--- src/rtl/sfp_pkg.sv ---
// Shared types and widths for the SFP softmax-sum exchange blocks.
package sfp_pkg;

  localparam int BW       = 8;
  localparam int BW_PSUM  = 2 * BW + 4;
  localparam int SUM_W    = BW_PSUM + 4;
  localparam int RX_DEPTH = 16;

  typedef enum logic [1:0] {
    IDLE,
    FETCH,
    WAIT,
    DONE
  } rx_state_t;

endpackage

--- src/rtl/sum_rx_buf.sv ---
// 16-entry circular sum buffer with occupancy count and a registered head word.
module sum_rx_buf
  import sfp_pkg::*;
#(
  parameter int W = SUM_W
) (
  input  logic         i_clk,
  input  logic         i_rst_n,
  input  logic         i_wr,
  input  logic [W-1:0] i_wr_data,
  input  logic         i_pop,
  output logic [W-1:0] o_head,
  output logic         o_vld,
  output logic [4:0]   o_occ
);

  logic [W-1:0] r_mem [RX_DEPTH];
  logic [3:0]   r_rd_ptr;
  logic [3:0]   r_wr_ptr;
  logic [4:0]   r_occ;
  logic [W-1:0] r_head;

  logic         w_pop;
  logic [3:0]   w_rd_nxt;
  logic [4:0]   w_occ_nxt;
  logic [W-1:0] w_head_nxt;

  assign w_pop     = i_pop && (r_occ != 5'd0);
  assign w_rd_nxt  = r_rd_ptr + {3'b0, w_pop};
  assign w_occ_nxt = r_occ + {4'b0, i_wr} - {4'b0, w_pop};

  // Head follows the next read pointer; a word written into that slot this
  // cycle is bypassed so it is visible the cycle after the write.
  always_comb begin
    w_head_nxt = r_head;
    if (w_occ_nxt != 5'd0) begin
      if (i_wr && (r_wr_ptr == w_rd_nxt)) w_head_nxt = i_wr_data;
      else                                w_head_nxt = r_mem[w_rd_nxt];
    end
  end

  always_ff @(posedge i_clk) begin
    if (i_wr) r_mem[r_wr_ptr] <= i_wr_data;
  end

  always_ff @(posedge i_clk) begin
    if (!i_rst_n) begin
      r_rd_ptr <= 4'd0;
      r_wr_ptr <= 4'd0;
      r_occ    <= 5'd0;
      r_head   <= '0;
    end else begin
      r_rd_ptr <= w_rd_nxt;
      if (i_wr) r_wr_ptr <= r_wr_ptr + 4'd1;
      r_occ    <= w_occ_nxt;
      r_head   <= w_head_nxt;
    end
  end

  assign o_head = r_head;
  assign o_vld  = (r_occ != 5'd0);
  assign o_occ  = r_occ;

endmodule

--- src/rtl/sfp_sum_rx.sv ---
// Fetches peer row sums into a local buffer and presents them one per div.
// Optional SUM_RX_ZERO_ON_EMPTY_EN: sum_in reads 0 whenever the buffer is empty.
module sfp_sum_rx
  import sfp_pkg::*;
#(
  parameter int bw      = 8,
  parameter int bw_psum = 2 * bw + 4,
  parameter int depth   = RX_DEPTH,
  parameter int rd_lat  = 1
) (
  input  logic               clk,
  input  logic               reset_n,
  input  logic               start,
  input  logic [4:0]         n_rows,
  input  logic               peer_rdy,
  output logic               peer_rd,
  input  logic [bw_psum+3:0] peer_sum,
  input  logic               div,
  output logic [bw_psum+3:0] sum_in,
  output logic               sum_vld,
  output logic               busy,
  output logic               done,
  output logic               err,
  output rx_state_t          o_dbg_state
);

  localparam int SW = bw_psum + 4;

  rx_state_t         r_state;
  logic [4:0]        r_n_rows;
  logic [4:0]        r_issued;
  logic [rd_lat-1:0] r_vld_sr;
  logic              r_err;

  logic [2:0]        w_in_flight;
  logic              w_space;
  logic              w_issue;
  logic              w_land;
  logic [SW-1:0]     w_head;
  logic              w_vld;
  logic [4:0]        w_occ;

  always_comb begin
    w_in_flight = 3'd0;
    for (int i = 0; i < rd_lat; i++) w_in_flight = w_in_flight + {2'b0, r_vld_sr[i]};
  end

  // Space is reserved at issue time so a landing word can never overflow.
  assign w_space = ({1'b0, w_occ} + {3'b0, w_in_flight}) < 6'(depth);
  assign w_issue = reset_n && (r_state == FETCH) && peer_rdy &&
                   (r_issued < r_n_rows) && w_space;
  assign w_land  = r_vld_sr[rd_lat-1];

  always_ff @(posedge clk) begin
    if (!reset_n) begin
      r_vld_sr <= '0;
    end else begin
      r_vld_sr[0] <= w_issue;
      for (int i = 1; i < rd_lat; i++) r_vld_sr[i] <= r_vld_sr[i-1];
    end
  end

  always_ff @(posedge clk) begin
    if (!reset_n) begin
      r_state  <= IDLE;
      r_n_rows <= 5'd0;
      r_issued <= 5'd0;
      r_err    <= 1'b0;
    end else begin
      if (div && !w_vld) r_err <= 1'b1;
      case (r_state)
        IDLE: begin
          if (start) begin
            r_issued <= 5'd0;
            if (n_rows > 5'(depth)) begin
              r_n_rows <= 5'(depth);
              r_err    <= 1'b1;
              r_state  <= FETCH;
            end else begin
              r_n_rows <= n_rows;
              r_state  <= (n_rows == 5'd0) ? DONE : FETCH;
            end
          end
        end
        FETCH: begin
          if (w_issue) begin
            r_issued <= r_issued + 5'd1;
            if (r_issued + 5'd1 == r_n_rows) r_state <= WAIT;
          end
        end
        WAIT:    if (w_in_flight == 3'd0) r_state <= DONE;
        DONE:    r_state <= IDLE;
        default: r_state <= IDLE;
      endcase
    end
  end

  sum_rx_buf #(.W(SW)) u_buf (
    .i_clk     (clk),
    .i_rst_n   (reset_n),
    .i_wr      (w_land),
    .i_wr_data (peer_sum),
    .i_pop     (div),
    .o_head    (w_head),
    .o_vld     (w_vld),
    .o_occ     (w_occ)
  );

`ifdef SUM_RX_ZERO_ON_EMPTY_EN
  assign sum_in = w_vld ? w_head : '0;
`else
  assign sum_in = w_head;
`endif

  assign peer_rd     = w_issue;
  assign sum_vld     = w_vld;
  assign busy        = (r_state == FETCH) || (r_state == WAIT);
  assign done        = (r_state == DONE);
  assign err         = r_err;
  assign o_dbg_state = r_state;

endmodule
--- config.mk ---
export PLATFORM = sky130hd
export DESIGN_NAME = sfp_sum_rx
export DESIGN_NICKNAME = d
export VERILOG_FILES = /design/src/rtl/sfp_pkg.sv /design/src/rtl/sum_rx_buf.sv /design/src/rtl/sfp_sum_rx.sv
export SDC_FILE = /design/constraint.sdc
export NUM_CORES = 1
export LEC_CHECK = 0
export BUFFER_PORTS_ARGS = -buffer_cell sky130_fd_sc_hd__buf_2
export CAP_MARGIN = 25
export CORE_UTILIZATION = 55
export CTS_CLUSTER_DIAMETER = 30
export DETAILED_ROUTE_END_ITERATION = 8
export GPL_ROUTABILITY_DRIVEN = 0
export GPL_TIMING_DRIVEN = 0
export HOLD_SLACK_MARGIN = 0.12
export PLACE_DENSITY = 0.72
export SYNTH_ARGS = -nofsm -noshare
export SYNTH_HDL_FRONTEND = slang
export SYNTH_HIERARCHICAL = 1
export SYNTH_SLANG_ARGS = --single-unit
--- constraint.sdc ---
create_clock -name clk -period 8.88 [get_ports clk]
set_input_delay 0.444 -clock clk [delete_from_list [all_inputs] [get_ports clk]]
set_output_delay 0.444 -clock clk [all_outputs]
set_load 0.02 [all_outputs]
==> results of run 1 <==
[tightest hold or removal path: cells and delay by family]
kind,cells,cell delay (ns)
AO/OA/AOI/OAI,1,0.06
buffers and inverters,1,0.11
AND/OR/NAND/NOR,1,0.09
[final timing paths]
path	end	depth (start not counted)	from
worst max-delay path	u_buf/o_head[17]	16	u_buf/o_occ[2]
worst min-delay path	r_n_rows[4]	3	start
worst max register to register	u_buf/o_head[17]	16	u_buf/o_occ[2]
worst min register to register	err	2	err
[placed cells by master (no fill, tap or decap), types with 37 or more instances in the layout]
master and n:
edfxtp_1 384, clkbuf_1 50, buf_2 81, o21ai_0 37, mux2i_1 120, dfxtp_1 51, o22ai_1 47, nand2_1 168
clkbuf_16 88, a21oi_1 96
[area by class of cell]
cell class | count | share of cell area, %
Sequential cell | 435 | 57.35
Buffer | 69 | 1.606
Tap cell | 402 | 2.298
Clock buffer | 105 | 10.54
Timing Repair Buffer | 78 | 3.053
Clock inverter | 55 | 2.744
Inverter | 22 | 0.3773
Multi-Input combinational cell | 733 | 22.01
Antenna cell | 2 | 0.02287
[flip-flops by register name (all words and copies together), names as in the netlist]
| signal | flops |
|---|---|
| o_dbg_state | 2 |
| u_buf/o_occ | 5 |
| u_buf/o_head | 24 |
| r_vld_sr | 1 |
| r_issued | 5 |
| u_buf/r_rd_ptr | 4 |
| r_n_rows | 5 |
| u_buf/r_wr_ptr | 4 |
| err | 1 |
| u_buf/r_mem | 384 |
[per-stage QoR]
stage | total power [mW] | worst slack [ns] | utilization (%) | std cells | instance area, sq um
after global placement | 3.788 | 4.372 | 58.72 | 1725 | 18620
final | 6.941 | 4.119 | 69.00 | 1901 | 21890
after detailed placement | 3.816 | 4.322 | 59.82 | 1739 | 18970
after floorplan | 3.373 | 5.292 | - | 1259 | 17800
after CTS | 6.963 | 4.271 | 68.99 | 1899 | 21880
after global routing | 7.184 | 3.861 | 68.99 | 1899 | 21880
[cell families (layout without fill, tap and decap cells)]
group	after synthesis	in the layout	synth area share, %
flip-flops	435	435	70.51
XOR/XNOR	17	17	0.8786
AO/OA/AOI/OAI	252	252	8.807
adder cells (fa/ha/maj)	21	21	1.518
buffers and inverters	91	329	2.439
AND/OR/NAND/NOR	321	321	8.842
multiplexers	122	122	7.001
other	0	2	0
[layer usage]
metal,vias to the layer above,track usage [%],share of wire (%),wire [um]
met5,-,0,0.050,22
met3,102,5.616,7.3,3175
met1,5636,34.64,40,17450
li1,5164,-,-,-
met4,4,12.24,3.4,1460
met2,474,44.72,49,21480
[power groups by stage]
stage	clock, mW	sequential [mW]	combinational, mW
after CTS	3.17	2.39	1.41
final	3.13	2.39	1.42
after detailed placement	0	2.42	1.39
after global placement	0	2.42	1.37
after global routing	3.26	2.40	1.52
after floorplan	0	2.46	0.913
==> summary.md, run 1 <==
| Metric | Value |
|---|---|
| Predominant post-synthesis flop cell | `edfxtp_1` |
| Per-cell routed wire length | `22.93 um` |
| Critical Path RT | `9.39 ns` |
| Slowest stage delay, CP | `roughly 0.8 ns` |
| Fraction of layout cells with a size suffix above 1 | `17.97%` |
| Post-synth net total | `1,314` |
| Gate power share | `20.4%` |
| Worst VDD drop | `0.0002044 V` |
| 1st-iter DRT viols | `1,009` |
| Synth Cell Area | `between 15,000 and 20,000 sq um` |
| Fmax | `approximately 0.21 GHz` |
| Top cells by area, synth | `edfxtp_1, mux2i_1, dfxtp_1` |
| Final ANT Viol Nets | `0` |
| Cell family with the largest share of critical-path delay | `simple AND/OR/NAND/NOR gates` |
| Layout overhead on the synthesized area | `22.95%` |
| Register share of total power | `34.5%` |
| Slowest stage cell, crit path | `nor3b_1` |
| Hold Crit Class | `input pin to flip-flop` |
| Net Sw Frac | `29.22%` |
| Commonest cells post-synth | `edfxtp_1, nand2_1, mux2i_1` |
| Die height | `181.9 um` |
| CTS Buffer Depth | `3` |
| PostCTS Resize Cnt | `0` |
| Power Dens Cells | `between 300 and 400 nW/um^2` |
| Yosys top cell area share | `64.78%` |
| Part of the cycle the worst path needs | `53.62%` |
| Register area share after synthesis | `70.51%` |
| Starting Density | `56.12%` |
| Setup TNS | `0 ns` |
| Netlist cell types | `65` |
| P_leak | `8.157 nW` |
| Core Region | `31,720 sq um` |
| #FFs+latches synth | `roughly 440` |
| Worst slew pin tran | `0.9592 ns` |
| Antenna violations before repair | `4` |
| Syn. warnings | `6` |
| Post-route DRC | `0` |
| Gr ovfl total | `0` |
| Die area | `33,090 sq um` |
| Vias per cell | `5.986` |
| Final setup fails | `0` |
| Outcome | `finished clean` |
| CTS tree | `built` |
| Setup Fix Bufs, Post-CTS | `0` |
| Clock sink count | `435` |
| Slew margin rel. | `36.05%` |
| CP Capture Type | `flip-flop` |
| Max-slew violation count | `0` |
| Rows | `between 60 and 70` |
| Final min period | `4.761 ns` |
| Final layout net count | `1,480` |
| Worst reg-to-reg setup slack | `~4 ns` |
| Area of the multi-input gates | `between 4000 and 5000 sq um` |
| Crit path kind | `flip-flop to flip-flop` |
| Detail Placement HPWL | `27,910 um` |
| Number of global-route vias before repair | `11,550` |
| # IOs | `65` |
| EDFF count, synth | `384` |
| Share of flip-flops with an asynchronous set or reset | `0%` |
| NetSw | `2.028 mW` |
| CTS H-tree depth | `3` |
| WP data arrival | `approximately 5.3 ns` |
| Worst Setup Start Kind | `flip-flop` |
| Worst skew pair latency | `0.59 ns` |
| Clk_skew | `0.02318 ns` |
| Max-Cap Viols | `0` |
| Buf/Inv on CP | `5` |
| Fraction of power consumed by the clock network | `45.1%` |
| Via count of the routed design | `11,380` |
| DRT Pass-1 Iters | `5` |
| Post-synth top area cell | `edfxtp_1` |
| First-pass GRT wire length | `66,320 um` |
| Hold slack final | `between 0.15 and 0.2 ns` |
| Post-Syn Area per Cell | `14.14 sq um` |
| Maximum fanout along the worst path | `10` |
| Hold buffer count at CTS | `0` |
| Total Wirelength | `43,580 um` |
| Final Hold Violating Endpoints | `0` |
| Largest net degree at the start of global routing | `25` |
| Die Span X | `181.9 um` |
| IO buf count | `64` |
| Post-Synthesis Cells | `around 1,300` |
| Internal | `around 4.9 mW` |
| Root Buffer | `clkbuf_16` |
| Crit-path cells | `inv_1 -> ha_1 -> nor4b_4 -> or3_1 -> inv_1 -> a21o_1 -> ha_1 -> inv_1 -> fa_1 -> xnor2_1 -> or3b_2 -> nor3b_1 -> clkbuf_1 -> clkbuf_1 -> a2111oi_0 -> a21oi_1` |
| CP most frequent cell | `inv_1` |
| CTS Buf Count | `86` |
| Seq. cell area | `12,550 sq um` |
| Total track usage | `27.07%` |
| Most common cell in the netlist | `edfxtp_1` |
| Fillers | `approximately 2,100` |
| RSZ-0062 raised after global routing | `no` |
| Clk slew on worst S/H paths | `0.05 ns` |
(Power assumes the default switching activity.)
==> run 2, diff against run 1 <==
Clock period 8.88 ns to 4.8 ns, I/O delays scaled along.
==> run 2 against run 1 <==
First-iteration DRC count down 4.1%; non-clock buffer count increased by 34; critical endpoint is now u_buf/o_head[0]; cell count increased by 1.8%; register-to-register slack got worse by 3.8 ns; sequential power up 85%; global-route usage up 0.18 points; worst setup slack worse by 3.8 ns; cell area grew 1.6%; combinational power grew 87%.
==> summary.md, run 2 (same netlist as run 1, synthesis figures left out) <==
| Metric | Value |
|---|---|
| Rows | `65 (unchanged)` |
| Clk_skew | `0.02397 ns (+0.0007840 ns)` |
| Final layout net count | `1,514 (+2.3%)` |
| Final min period | `4.460 ns (-0.3009 ns)` |
| Final Instance Area | `22,230 sq um (+1.6%)` |
| Setup TNS | `0 ns (unchanged)` |
| Detail Placement HPWL | `27,910 um (unchanged)` |
| Placed cell areas | `18,970 sq um (unchanged)` |
| Antenna violations before repair | `2 (-2)` |
| Final Hold Violating Endpoints | `0 (unchanged)` |
| CTS H-tree depth | `3 (unchanged)` |
| Core Region | `31,720 sq um (unchanged)` |
| Finished Layout Cells | `1,936 (+1.8%)` |
| CP Capture Type | `flip-flop` |
| Final ANT Viol Nets | `0 (unchanged)` |
| WP data arrival | `4.97 ns (-0.31 ns)` |
| Critical Path RT | `5.31 ns (-4.08 ns)` |
| Total Wirelength | `43,950 um (+0.84%)` |
| Worst skew pair latency | `0.59 ns (about the same)` |
| Die Span X | `181.9 um (unchanged)` |
| Vias per cell | `5.952 (-0.57%)` |
| Placement Setup Slack | `0.2423 ns (-4.080 ns)` |
| IO buf count | `64 (unchanged)` |
| Most common cell after layout, fill and taps aside | `edfxtp_1` |
| Part of the cycle the worst path needs | `92.92% (+39 points)` |
| 1st-iter DRT viols | `968 (-4.1%)` |
| Met2 WL post-DR | `21,680 um (+0.92%)` |
| P_leak | `8.303 nW (+1.8%)` |
| Max-Cap Viols | `0 (unchanged)` |
| Layout overhead on the synthesized area | `24.90%` |
| Die area | `33,090 sq um (unchanged)` |
| CTS Buf Count | `86 (unchanged)` |
| Power Dens Cells | `579.1 nW/um^2 (+83%)` |
| Worst slew pin tran | `0.9579 ns (-0.001312 ns)` |
| Largest Register | `u_buf/r_mem` |
| Die height | `181.9 um (unchanged)` |
| Hold Path Depth | `5 (+2)` |
| Number of global-route vias before repair | `11,740 (+1.6%)` |
| Root Buffer | `clkbuf_16` |
| Fmax | `0.2242 GHz (+6.7%)` |
| Top sig layer | `met4` |
| Hold Crit Class | `input pin to flip-flop` |
| Max-slew violation count | `0 (unchanged)` |
| Final setup fails | `0 (unchanged)` |
| Most frequent cells in the layout | `edfxtp_1, nand2_1, mux2i_1` |
| Fin util | `70.10% (+1.1 points)` |
| Worst VDD drop | `0.0003759 V (+84%)` |
| Starting Density | `56.12% (unchanged)` |
| Placed Cells | `1,739 (unchanged)` |
| Overall power | `12.88 mW (+86%)` |
| Smallest setup slack after layout | `0.3397 ns (-3.779 ns)` |
| Clock sink count | `435 (unchanged)` |
| Total track usage | `27.25% (+0.18 points)` |
| DRT Pass-1 Iters | `5 (unchanged)` |
| Maximum fanout along the worst path | `10 (unchanged)` |
| Largest net degree at the start of global routing | `25 (unchanged)` |
| First-pass GRT wire length | `66,870 um (+0.83%)` |
| Hold slack final | `0.1370 ns (-0.05287 ns)` |
| RSZ-0062 raised after global routing | `no` |
| Slew margin rel. | `36.14% (+0.088 points)` |
| Post-route DRC | `0 (unchanged)` |
| CTS tree | `built` |
| Cells on worst reg2reg path | `16 (unchanged)` |
| Crit path kind | `flip-flop to flip-flop` |
| Clk slew on worst S/H paths | `0.05 ns (about the same)` |
| WL met3 | `3149 um (-0.82%)` |
| CTS Buffer Depth | `3 (unchanged)` |
| Gr ovfl total | `0 (unchanged)` |
| Per-cell routed wire length | `22.70 um (-0.98%)` |
| Max reg flops | `384 (unchanged)` |
| # IOs | `65 (unchanged)` |
| Metal-1 WL | `17,590 um (+0.81%)` |
| Worst Setup Start Kind | `flip-flop` |
| Fraction of layout cells with a size suffix above 1 | `17.64% (-0.33 points)` |
| Via count of the routed design | `11,520 (+1.3%)` |
| Outcome | `finished clean` |
-- run 2: layer usage --
| layer | vias up | global-route usage (%) |
|---|---|---|
| li1 | 5221 | - |
| met1 | 5681 | 34.86 |
| met2 | 519 | 45.28 |
| met3 | 103 | 5.315 |
| met4 | 0 | 12.37 |
| met5 | - | 0 |
-- run 2: report_power, final --
group,total [mW],internal [mW],switching [mW]
registers,4.42,4.27,0.157
clock network,5.80,3.86,1.94
logic,2.65,0.985,1.67
-- run 2: critical path: stages (launching register included) --
cell and delay (ns):
dfxtp_1 0.34, inv_1 0.07, ha_1 0.19, nor4b_4 0.16, or3_1 0.34, inv_1 0.10
a21o_1 0.09, ha_1 0.16, inv_1 0.06, fa_1 0.41, xnor2_1 0.15, or3b_2 0.47
nor3b_2 0.48, clkbuf_1 0.45, clkbuf_1 0.50, a2111oi_0 0.25, a21oi_1 0.18
-- run 2: layout make-up --
class / instances / area [sq um]
flip-flops and latches: 435 / 12550
fillers: 2073 / 9484
multi-input cells: 733 / 4822
clock buffers: 105 / 2306
repair buffers: 112 / 1008
clock inverters: 55 / 600.6
well taps: 402 / 503.0
plain buffers: 69 / 351.6
inverters: 22 / 82.58
diodes: 3 / 7.507
-- run 2: final timing paths --
| check | startpoint | end | slack [ns] |
|---|---|---|---|
| setup / recovery | u_buf/o_occ[2] | u_buf/o_head[0] | 0.34 |
| hold / removal | n_rows[2] | err | 0.14 |
| setup reg to reg | u_buf/o_occ[2] | u_buf/o_head[0] | 0.34 |
| hold reg to reg | err | err | 0.47 |
-- run 2: what timing repair did --
action | CTS | global route
buffers inserted | 0 | 0
hold buffers | 34 | 0
endpoints found under the hold margin | 393 | 0
gates resized for setup | 0 | 1
setup endpoints to repair | 0 | 10
